==> src/rtl/roi_pkg.sv <==
// Shared ROI constants and FSM state type, also used by the overlay and the downsample writer.
package roi_pkg;

    localparam int COORD_W  = 10;
    localparam int H_ACTIVE = 640;
    localparam int V_ACTIVE = 480;
    localparam int BOX_SIZE = 224;
    localparam int STEP     = 8;

    typedef enum logic [1:0] {
        ST_IDLE = 2'd0,
        ST_ARM  = 2'd1,
        ST_RUN  = 2'd2
    } roi_state_t;

    // Exclusive far edge of the box for a given near edge.
    function automatic logic [COORD_W-1:0] box_far_edge(input logic [COORD_W-1:0] near_edge);
        return near_edge + COORD_W'(BOX_SIZE);
    endfunction

endpackage

==> src/rtl/roi_axis_step.sv <==
// One axis of the shadow ROI position: +/- STEP_SZ per pulse, saturating to [0, MAX].
module roi_axis_step
    import roi_pkg::*;
#(
    parameter int MAX     = 416,
    parameter int STEP_SZ = 8,
    parameter int INIT    = 208
) (
    input  logic               clk,
    input  logic               rst_n,
    input  logic               i_dec,
    input  logic               i_inc,
    output logic [COORD_W-1:0] o_pos
);

    logic [COORD_W-1:0] r_pos;
    logic [COORD_W-1:0] w_pos_next;
    logic [COORD_W:0]   w_up_sum;

    // One extra bit so the overshoot test cannot wrap.
    assign w_up_sum = {1'b0, r_pos} + (COORD_W+1)'(STEP_SZ);

    always_comb begin
        w_pos_next = r_pos;
        if (i_inc && !i_dec) begin
            w_pos_next = (w_up_sum > (COORD_W+1)'(MAX)) ? COORD_W'(MAX) : w_up_sum[COORD_W-1:0];
        end else if (i_dec && !i_inc) begin
            w_pos_next = (r_pos < COORD_W'(STEP_SZ)) ? '0 : r_pos - COORD_W'(STEP_SZ);
        end
    end

    always_ff @(posedge clk or negedge rst_n) begin
        if (!rst_n) begin
            r_pos <= COORD_W'(INIT);
        end else begin
            r_pos <= w_pos_next;
        end
    end

    assign o_pos = r_pos;

endmodule

==> src/rtl/roi_box_ctrl.sv <==
// ROI box owner: buffers button moves into frame-aligned box updates and sequences one capture per request.
module roi_box_ctrl
    import roi_pkg::*;
#(
    parameter int H_ACTIVE_P     = H_ACTIVE,
    parameter int V_ACTIVE_P     = V_ACTIVE,
    parameter int BOX_SIZE_P     = BOX_SIZE,
    parameter int STEP_P         = STEP,
    parameter int INIT_LEFT      = 208,
    parameter int INIT_UP        = 128,
    parameter int TIMEOUT_FRAMES = 4
) (
    input  logic               clk,
    input  logic               rst_n,
    input  logic               frame_start,
    input  logic               btn_left,
    input  logic               btn_right,
    input  logic               btn_up,
    input  logic               btn_down,
    input  logic               cap_req,
    input  logic               wr_done,
    output logic               wr_start,
    output logic               cap_busy,
    output logic               cap_done,
    output logic               cap_err,
    output logic [COORD_W-1:0] box_left,
    output logic [COORD_W-1:0] box_right,
    output logic [COORD_W-1:0] box_up,
    output logic [COORD_W-1:0] box_down
);

    localparam int CNT_W = $clog2(TIMEOUT_FRAMES + 1);

    logic [COORD_W-1:0] w_sh_left;
    logic [COORD_W-1:0] w_sh_up;
    logic               w_apply;

    roi_state_t         r_state;
    logic [CNT_W-1:0]   r_tmo_cnt;
    logic               r_wr_start;
    logic               r_cap_done;
    logic               r_cap_err;
    logic [COORD_W-1:0] r_box_left;
    logic [COORD_W-1:0] r_box_right;
    logic [COORD_W-1:0] r_box_up;
    logic [COORD_W-1:0] r_box_down;

    roi_axis_step #(
        .MAX     (H_ACTIVE_P - BOX_SIZE_P),
        .STEP_SZ (STEP_P),
        .INIT    (INIT_LEFT)
    ) u_axis_x (
        .clk   (clk),
        .rst_n (rst_n),
        .i_dec (btn_left),
        .i_inc (btn_right),
        .o_pos (w_sh_left)
    );

    roi_axis_step #(
        .MAX     (V_ACTIVE_P - BOX_SIZE_P),
        .STEP_SZ (STEP_P),
        .INIT    (INIT_UP)
    ) u_axis_y (
        .clk   (clk),
        .rst_n (rst_n),
        .i_dec (btn_up),
        .i_inc (btn_down),
        .o_pos (w_sh_up)
    );

    // Shadow is sampled before any coincident button lands, so that step waits a frame.
    assign w_apply = frame_start && (r_state != ST_RUN);

    always_ff @(posedge clk or negedge rst_n) begin
        if (!rst_n) begin
            r_box_left  <= COORD_W'(INIT_LEFT);
            r_box_right <= box_far_edge(COORD_W'(INIT_LEFT));
            r_box_up    <= COORD_W'(INIT_UP);
            r_box_down  <= box_far_edge(COORD_W'(INIT_UP));
        end else if (w_apply) begin
            r_box_left  <= w_sh_left;
            r_box_right <= box_far_edge(w_sh_left);
            r_box_up    <= w_sh_up;
            r_box_down  <= box_far_edge(w_sh_up);
        end
    end

    always_ff @(posedge clk or negedge rst_n) begin
        if (!rst_n) begin
            r_state    <= ST_IDLE;
            r_tmo_cnt  <= '0;
            r_wr_start <= 1'b0;
            r_cap_done <= 1'b0;
            r_cap_err  <= 1'b0;
        end else begin
            r_wr_start <= 1'b0;
            r_cap_done <= 1'b0;
            r_cap_err  <= 1'b0;
            case (r_state)
                ST_IDLE: begin
                    if (cap_req) begin
                        r_state <= ST_ARM;
                    end
                end
                ST_ARM: begin
                    if (frame_start) begin
                        r_state    <= ST_RUN;
                        r_wr_start <= 1'b1;
                        r_tmo_cnt  <= '0;
                    end
                end
                ST_RUN: begin
                    // Completion outranks a coincident frame boundary.
                    if (wr_done) begin
                        r_state    <= ST_IDLE;
                        r_cap_done <= 1'b1;
                        r_tmo_cnt  <= '0;
                    end else if (frame_start) begin
                        if (r_tmo_cnt == CNT_W'(TIMEOUT_FRAMES - 1)) begin
                            r_state   <= ST_IDLE;
                            r_cap_err <= 1'b1;
                            r_tmo_cnt <= '0;
                        end else begin
                            r_tmo_cnt <= r_tmo_cnt + 1'b1;
                        end
                    end
                end
                default: begin
                    r_state <= ST_IDLE;
                end
            endcase
        end
    end

    assign wr_start  = r_wr_start;
    assign cap_busy  = (r_state == ST_ARM) || (r_state == ST_RUN);
    assign cap_done  = r_cap_done;
    assign cap_err   = r_cap_err;
    assign box_left  = r_box_left;
    assign box_right = r_box_right;
    assign box_up    = r_box_up;
    assign box_down  = r_box_down;

endmodule

==> config.mk <==
export PLATFORM = sky130hd
export DESIGN_NAME = roi_box_ctrl
export DESIGN_NICKNAME = d
export VERILOG_FILES = /design/src/rtl/roi_pkg.sv /design/src/rtl/roi_axis_step.sv /design/src/rtl/roi_box_ctrl.sv
export SDC_FILE = /design/constraint.sdc
export NUM_CORES = 1
export LEC_CHECK = 0
export CAP_MARGIN = 40
export CORE_UTILIZATION = 35
export CTS_BUF_LIST = sky130_fd_sc_hd__clkbuf_16
export CTS_CLUSTER_SIZE = 12
export DETAILED_ROUTE_END_ITERATION = 6
export PLACE_DENSITY = 0.55
export SLEW_MARGIN = 20
export SYNTH_ARGS = -nofsm -noshare
export SYNTH_HDL_FRONTEND = slang
export SYNTH_HIERARCHICAL = 1
export SYNTH_SLANG_ARGS = --single-unit
==> constraint.sdc <==
create_clock -name clk -period 2.2 [get_ports clk]
set_input_delay 0.66 -clock clk [delete_from_list [all_inputs] [get_ports clk]]
set_output_delay 0.66 -clock clk [all_outputs]
set_load 0.02 [all_outputs]
# == After elaboration in Yosys (flattened, before gate mapping) ==
# Index checks and enable logic that the tools add are counted.
# op_classes
n_lt_le_gt_ge,4
n_addsub,7
n_eq_ne,8
reduce_logical,16
muxes,27
# ops
cell,n
$mux 10,8
$add 10x4->11 const B,2
$gt 11x9->1 const B,2
$add 10x8->10 const B,2
$lt 10x4->1 const B,2
$sub 10x4->10 const B,2
$mux 3,4
$mux 2,5
$mux 1,8
$ne 2x2->1 const B,3
$ne 3x3->1 const B,2
$pmux 2 s3,1
$pmux 3 s2,1
$reduce_bool 2->1,3
$logic_and 1x1->1,5
$logic_not 1->1,4
$reduce_and 4->1,1
$add 3x1->3 const B,1
$eq 3x2->1 const B,1
$reduce_and 3->1,1
$eq 2x1->1 const B,1
$eq 2x2->1 const B,1
$logic_not 2->1,1
$logic_or 1x1->1,1
# word_totals
output_inout_bits,44
register_bits,68
inputBits,9

# == Longest topological paths before layout ==
# Gate-level depths: netlist of run 1.
# depth
depth_word,5
depth_mapped,7

# == Cells and area by module ==
# The synthesis of run 1 kept the hierarchy.
# modules_own_cells
module,cells_each,area_each_um2,seq_area_each_um2,instances
roi_box_ctrl,147,1769.2,963.4,1
roi_axis_step at u_axis_x,102,760.7,178.9,1
roi_axis_step at u_axis_y,85,664.4,176.4,1

# == Worst setup path before layout of run 1 ==
# No wires, ideal clock.
# synth_path
path_kind,register -> register
from,"register u_axis_x.r_pos[3], in the netlist u_axis_x/o_pos[3]"
to,"register u_axis_x.r_pos[5], in the netlist u_axis_x/o_pos[5]"
t_required_ns,2.076
stages_incl_launch_ff,8
path_buffers,1
setup_ns,0.124
period_less_slack_ns,2.178
t_arrival_ns,2.054
path_slack_ns,0.022
cell_sequence,dfrtp_1 -> ha_1 -> buf_6 -> or3_1 -> o2111a_1 -> or3_1 -> o32a_2 -> o31a_1
# synth_between
elab_chain_cells,4
# synth_lines
item,line,source
start: declaration,roi_axis_step.sv:16,logic [COORD_W-1:0] r_pos;
start signal: assignment,roi_axis_step.sv:34,r_pos <= COORD_W'(INIT);
start signal: assignment,roi_axis_step.sv:36,r_pos <= w_pos_next;
$add 10x4->11 (tied with other cells),roi_axis_step.sv:21,"assign w_up_sum = {1'b0, r_pos} + (COORD_W+1)'(STEP_SZ);"
$gt 11x9->1 / $mux 10 (equally long branches),"roi_axis_step.sv:26, roi_axis_step.sv:28",
"$mux 10, on equally long branches","roi_axis_step.sv:26, roi_axis_step.sv:27",
$mux 10 *,roi_axis_step.sv:25,if (i_inc && !i_dec) begin
# Every way passes the cells marked *; elsewhere a longest branch is shown, timed or not. The select of a mux whose other input is x is not followed.
# A chain may end at the register's enable or synchronous reset.

# == Final worst setup path of run 1 ==
# layout_path
from,"register u_axis_x.r_pos[4], in the netlist u_axis_x/o_pos[4]"
to,"register u_axis_x.r_pos[5], in the netlist u_axis_x/o_pos[5]"
# Same word-level chain as after synthesis.

==> qor.csv, run 1 <==
stage,metric,value,unit
sta,Max Clock Skew,5.21,ps
synth,synth warn,6,
synth,mapped cell area,0.00319,sq mm
synth,post-synth top area share,0.298,
clock_tree,# clock sinks,52,
finish,Area Growth Syn to Fin,26.2,%
sta,# setup viols final,0,
worst_setup_path,WS Path Type,flip-flop to flip-flop,
worst_setup_path,crit path DAT,2300,ps
detailed_routing,DR pass1 iterations,4,
floorplanning,core area,0.00876,sq mm
finish,Non-Filler Instances,497,
detailed_routing,vias per cell,5.14,
power_and_ir_drop,pwr/cell area,1480,mW/mm^2
synth,synthesized-area fraction occupied by adder cells,0.0470,
finish,number of diodes,0,
clock_tree,TritonCTS clock tree,done,
synth,mux cell area share after synthesis,0.0682,
floorplanning,Die W,97.5,microns
floorplanning,Rows,34,
clock_tree,# hold bufs at CTS,0,
placement,PortBufs,52,
sta,Max Fclk,472,MHz
finish,Layout Nets,409,
finish,layout cell share with drive strength beyond 1,0.183,
worst_setup_path,Worst setup EP type,flip-flop,
sta,setup TNS,0,ps
clock_tree,H-Tree Depth,2,
worst_setup_path,Critical Path RT,2390,ps
clock_tree,clk root buf,clkbuf_16,
floorplanning,io pins,53,
synth,asr flop ratio synth,1.00,
sta,Slew headroom,0.610,
synth,"count leader, synth",dfrtp_1,
placement,post-placement cell count,489,
global_route,first-pass GRT wire length,11600,microns
detailed_routing,Starting DRT DRC Count,85,
synth,Cells after Synth,334,
synth,Compound-Gate Fraction of Synth Area,0.172,
floorplanning,die height,97.5,microns
power_and_ir_drop,LEAKAGE,1.74,nW
worst_setup_path,crit start category,flip-flop,
synth,Synth top cells by count,"dfrtp_1 (38), nand2_1 (25), inv_1 (24), nor2_1 (20), buf_4 (16)",
synth,#FFs+latches synth,52,
clock_tree,Worst-Skew Late Latency,290,ps
finish,fillers,831,
sta,Slew Limit Fails,0,
placement,gp weighted congestion,0.843,
sta,post-layout minimum cycle time,2120,ps
synth,Synth cell types,63,
placement,dpl ws,-54.1,ps
run_status,status,finished clean,
synth,post-synthesis xor/xnor area fraction,0.0219,
global_route,largest net degree at the start of global routing,53,
sta,RSZ-0062 raised after global routing,no,
floorplanning,die area,0.00951,sq mm
synth,Mapped Avg Cell Area,9.56,sq um
sta,fin crit share,0.963,
global_route,grt ovf,0,
sta,hold_ws,342,ps
power_and_ir_drop,VDD IR max,0.623,mV
synth,Synth area leader,dfrtp_1,
global_route,initial antenna violation count,0,
sta,final hold vios,0,
synth,largest family of logic cells by synthesized area,simple AND/OR/NAND/NOR gates,
sta,Worst-Margin Slew,579,ps
synth,synth top area cells,"dfrtp_1 (30%), dfstp_2 (12%), ha_1 (4.7%)",
clock_tree,"Reg clk slew, reported paths",70,ps
sta,Worst Slack Setup Final,81.7,ps
clock_tree,CTS max path bufs,2,
global_route,GRT Overall Usage,0.149,
placement,dpl hpwl,4850,microns
run,Max Cap Violations,0,
synth,Simple-Gate Fraction of Synth Area,0.182,
floorplanning,Initial Util,0.365,
detailed_routing,vias,2555,
synth,Post-synth EDFFs,0,
detailed_routing,Routed Antenna Nets,0,
global_route,vias in the first global route,2395,
min_path,Hold Crit Class,input pin to asynchronous set/reset pin,
detailed_routing,routed wire length,6750,microns
worst_setup_path,top fanout value on the critical path,4,
synth,sequential area share after synthesis,0.413,
synth,Main synth FF type,dfrtp_1,
clock_tree,total CTS buffers,5,
detailed_routing,routed wire length per instance,13.6,microns
detailed_routing,# DRC,0,
==> layer usage <==
layer | GRT usage | up-vias | part of all wire
met4 | 0.0498 | 0 | 0.014
met1 | 0.200 | 1225 | 0.49
li1 | - | 1261 | -
met3 | 0.0259 | 7 | 0.033
met5 | 0 | - | 0
met2 | 0.242 | 62 | 0.47
==> logic make-up (layout without fill, tap and decap cells) <==
| group | count (synthesis) | count (layout) |
|---|---|---|
| AO/OA/AOI/OAI | 82 | 82 |
| XOR/XNOR | 8 | 8 |
| adder cells (fa/ha/maj) | 12 | 12 |
| buffers and inverters | 56 | 107 |
| flip-flops | 52 | 52 |
| multiplexers | 16 | 16 |
| other | 2 | 6 |
| AND/OR/NAND/NOR | 106 | 106 |
==> final timing paths <==
kind | endpoint | startpoint | slack [ps] | depth (start not counted)
min in group clk | box_right[8]$_DFFE_PN1P_ | box_right[8]$_DFFE_PN1P_ | 460 | 2
worst min register to register | box_right[8]$_DFFE_PN1P_ | box_right[8]$_DFFE_PN1P_ | 460 | 2
worst max register to register | u_axis_x/o_pos[5]$_DFFE_PN0P_ | u_axis_x/o_pos[4]$_DFFE_PN1P_ | 80 | 6
worst max-delay path | u_axis_x/o_pos[5]$_DFFE_PN0P_ | u_axis_x/o_pos[4]$_DFFE_PN1P_ | 80 | 6
worst min-delay path | u_axis_y/o_pos[8]$_DFFE_PN0P_ | rst_n | 340 | 2
max in group asynchronous | box_right[8]$_DFFE_PN1P_ | rst_n | 1560 | 2
==> sequential cells by signal, indices dropped and copies added, names as in the netlist <==
name and flops:
box_up 10, r_state 2, wr_start 1, cap_done 1
cap_err 1, u_axis_y/o_pos 7, box_right 5, r_tmo_cnt 3
u_axis_x/o_pos 7, box_down 5, box_left 10
==> layout make-up <==
cell class / count / area [sq um] / area share
repair buffers: 75 / 712 / 0.177
flip-flops and latches: 52 / 1320 / 0.327
well taps: 108 / 135 / 0.0335
multi-input cells: 230 / 1600 / 0.398
clock inverters: 3 / 46.3 / 0.0115
clock buffers: 5 / 125 / 0.0310
inverters: 24 / 90.1 / 0.0224
==> where the power goes <==
group | leakage (nW) | total, mW | internal (mW) | switching [mW]
Combinational | 1.03 | 3.18 | 1.54 | 1.64
Clock | 0.0857 | 0.919 | 0.544 | 0.375
Sequential | 0.625 | 1.85 | 1.45 | 0.401
==> cell usage in the layout (no fill, tap or decap), types with 3 or more instances in the layout <==
| master | count |
|---|---|
| a21oi_1 | 10 |
| a22oi_1 | 4 |
| a31oi_1 | 4 |
| and2_1 | 5 |
| buf_4 | 21 |
| clkbuf_16 | 5 |
| clkdlybuf4s50_1 | 50 |
| conb_1 | 6 |
| dfrtp_1 | 38 |
| dfstp_2 | 14 |
| ha_1 | 11 |
| inv_1 | 24 |
| mux2_1 | 6 |
| mux2_4 | 10 |
| nand2_1 | 25 |
| nand2b_1 | 4 |
| nand3_1 | 6 |
| nor2_1 | 19 |
| nor2b_1 | 4 |
| nor3_1 | 11 |
| nor4_1 | 4 |
| nor4b_1 | 6 |
| o21ai_0 | 15 |
| o21ai_1 | 15 |
| o21bai_1 | 3 |
| o31ai_1 | 6 |
| or3_1 | 3 |
| xnor2_1 | 3 |
| xor2_1 | 5 |
==> worst max-delay path, stage by stage, from the launching register on <==
cell,delay (ps)
dfstp_2,530
ha_2,200
nand2_1,100
o2111a_1,240
or3_1,410
o32a_2,250
o31a_1,280
==> what timing repair did <==
item                       in CTS  in global routing
resized for setup               1                  3
setup endpoints to repair       1                  3
setup buffers                   0                  0
==> stage by stage <==
stage,instance area (sq um),utilization,power (mW)
global placement,3850,0.439,5.03
CTS,4020,0.459,5.99
finish,4030,0.460,5.95
global route,4030,0.460,6.40
detailed placement,3850,0.439,5.05
floorplan,3210,-,3.92
Note: power is estimated with default switching activity, not from simulation.
==> run 2: changes to the inputs <==
==> constraint.sdc (replaced) <==
create_clock -name clk -period 2.2 [get_ports clk]
set_input_delay 0.66 -clock clk [delete_from_list [all_inputs] [get_ports clk]]
set_output_delay 0.66 -clock clk [all_outputs]
set_load 0.1 [all_outputs]
==> run 2 against run 1 <==
Critical path depth is the same; wire length grew 2.8%; utilization increased by 1.6 points; non-clock buffer count rose by 5; maximum frequency is 0.27% higher; critical path type unchanged.
==> qor.csv, run 2 (synthesis results as in run 1) <==
stage,metric,value,unit
worst_setup_path,CP max stage cell,dfstp_2,
clock_tree,Post-CTS Setup Inserts,0,
sta,Worst-Margin Slew,572,ps
placement,dpl hpwl,4860,microns
finish,layout cell share with drive strength beyond 1,0.302,
finish,"leading cell types in the layout, fill and taps excluded","buf_4 (52), dfrtp_1 (38), inv_1 (25), nand2_1 (25)",
finish,"commonest non-fill, non-tap cell in the layout",buf_4,
clock_tree,# clock sinks,52,
clock_tree,clk root buf,clkbuf_16,
floorplanning,die height,97.5,microns
placement,post-placement cell count,494,
worst_setup_path,Worst setup EP type,flip-flop,
detailed_routing,vias per cell,5.16,
worst_setup_path,crit path DAT,2290,ps
sta,Max Clock Skew,8.01,ps
global_route,grt ovf,0,
floorplanning,Initial Util,0.365,
detailed_routing,DR pass1 iterations,4,
floorplanning,io pins,53,
placement,dpl ws,-106,ps
global_route,vias in the first global route,2459,
sta,final hold vios,0,
sta,# setup viols final,0,
sta,Max Fclk,473,MHz
finish,Non-Filler Instances,502,
floorplanning,Die W,97.5,microns
global_route,initial antenna violation count,0,
sta,Slew headroom,0.615,
worst_setup_path,WS Path Type,flip-flop to flip-flop,
sta,hold_ws,353,ps
floorplanning,core area,0.00876,sq mm
worst_setup_path,R2R cell count,6,
floorplanning,Rows,34,
detailed_routing,routed wire length per instance,13.8,microns
worst_setup_path,CP Cell Sequence,buf_4 -> nand4_1 -> nor4b_2 -> a221oi_1 -> o32a_2 -> o31a_1,
detailed_routing,routed wire length,6940,microns
sta,Worst Slack Setup Final,87.4,ps
clock_tree,"Reg clk slew, reported paths",80,ps
worst_setup_path,crit start category,flip-flop,
run,Max Cap Violations,0,
sta,fin crit share,0.960,
finish,Layout Nets,414,
clock_tree,TritonCTS clock tree,done,
detailed_routing,Routed Antenna Nets,0,
placement,PortBufs,52,
clock_tree,total CTS buffers,5,
sta,Slew Limit Fails,0,
detailed_routing,# DRC,0,
run_status,status,finished clean,
global_route,largest net degree at the start of global routing,53,
sta,post-layout minimum cycle time,2110,ps
clock_tree,Worst-Skew Late Latency,290,ps
worst_setup_path,"Largest delay share family, worst path",compound AO/OA/AOI/OAI gates,
clock_tree,CTS max path bufs,2,
detailed_routing,vias,2592,
finish,Area Growth Syn to Fin,30.6,%
worst_setup_path,largest stage delay on the critical path,560,ps
floorplanning,die area,0.00951,sq mm
min_path,Hold Crit Class,input pin to asynchronous set/reset pin,
worst_setup_path,top fanout value on the critical path,8,
clock_tree,H-Tree Depth,2,
global_route,first-pass GRT wire length,12000,microns
worst_setup_path,Critical Path RT,2380,ps
worst_setup_path,Buf/Inv on CP,1,
finish,number of diodes,0,
detailed_routing,Starting DRT DRC Count,88,
placement,gp weighted congestion,0.903,
worst_setup_path,Levels on crit path,6,
global_route,GRT Overall Usage,0.153,
clock_tree,# hold bufs at CTS,0,
## run 2: worst paths after layout
kind	startpoint	end	slack, ps
max	u_axis_x/o_pos[4]$_DFFE_PN1P_	u_axis_x/o_pos[5]$_DFFE_PN0P_	90
min	rst_n	r_tmo_cnt[2]$_DFFE_PN0P_	350
max reg2reg	u_axis_x/o_pos[4]$_DFFE_PN1P_	u_axis_x/o_pos[5]$_DFFE_PN0P_	90
min reg2reg	box_right[7]$_DFFE_PN1P_	box_right[7]$_DFFE_PN1P_	490
max in group asynchronous	rst_n	u_axis_x/o_pos[7]$_DFFE_PN1P_	1550
min in group clk	box_right[7]$_DFFE_PN1P_	box_right[7]$_DFFE_PN1P_	490
## run 2: cell type report
| class | count | area, sq um |
|---|---|---|
| clock inverter | 3 | 20.0 |
| timing repair buffer | 80 | 866 |
| clock buffer | 5 | 125 |
| multi-input combinational | 230 | 1620 |
| fill | 828 | 4590 |
| tap | 108 | 135 |
| inverter | 24 | 90.1 |
| sequential | 52 | 1320 |
## run 2: what timing repair did
action / CTS / global route
setup endpoints to repair: 0 / 4
endpoints found under the hold margin: 0 / 0
gates resized for setup: 0 / 4
## run 2: per-layer routing
layer	global-route usage	vias to the layer above	routed length (microns)
met4	0.0486	0	64
li1	-	1283	-
met1	0.203	1246	3230
met2	0.254	59	3380
met5	0	-	0
met3	0.0273	4	261
## run 2: through the flow
stage	setup TNS, ps	utilization	cell area (sq um)
global route	-2.14	0.476	4170
CTS	0	0.473	4150
global placement	-183	0.457	4000
finish	0	0.476	4170
floorplan	0	-	3210
detailed placement	-283	0.457	4000
## run 2: worst reg2reg max path: cells and delay by family, from the launching register on
family          cells  cell delay [ps]
flops               1              560
simple gates        2              460
buf+inv             1              160
compound gates      3              820
Power of run 2 is not shown: default switching activity piles up to over one toggle a cycle in this logic, so the estimate is an artifact.
==> run 3: changes to the inputs <==
--- a/config.mk
+++ b/config.mk
@@ -5,6 +5,7 @@
 export SDC_FILE = /design/constraint.sdc
 export NUM_CORES = 1
 export LEC_CHECK = 0
+export ABC_CLOCK_PERIOD_IN_PS = 2200
 export CAP_MARGIN = 40
 export CORE_UTILIZATION = 35
 export CTS_BUF_LIST = sky130_fd_sc_hd__clkbuf_16
==> results of run 3 <==
The final DEF is identical to that of run 2; final timing and power are the same.
Power of run 3 is left out for the same reason.
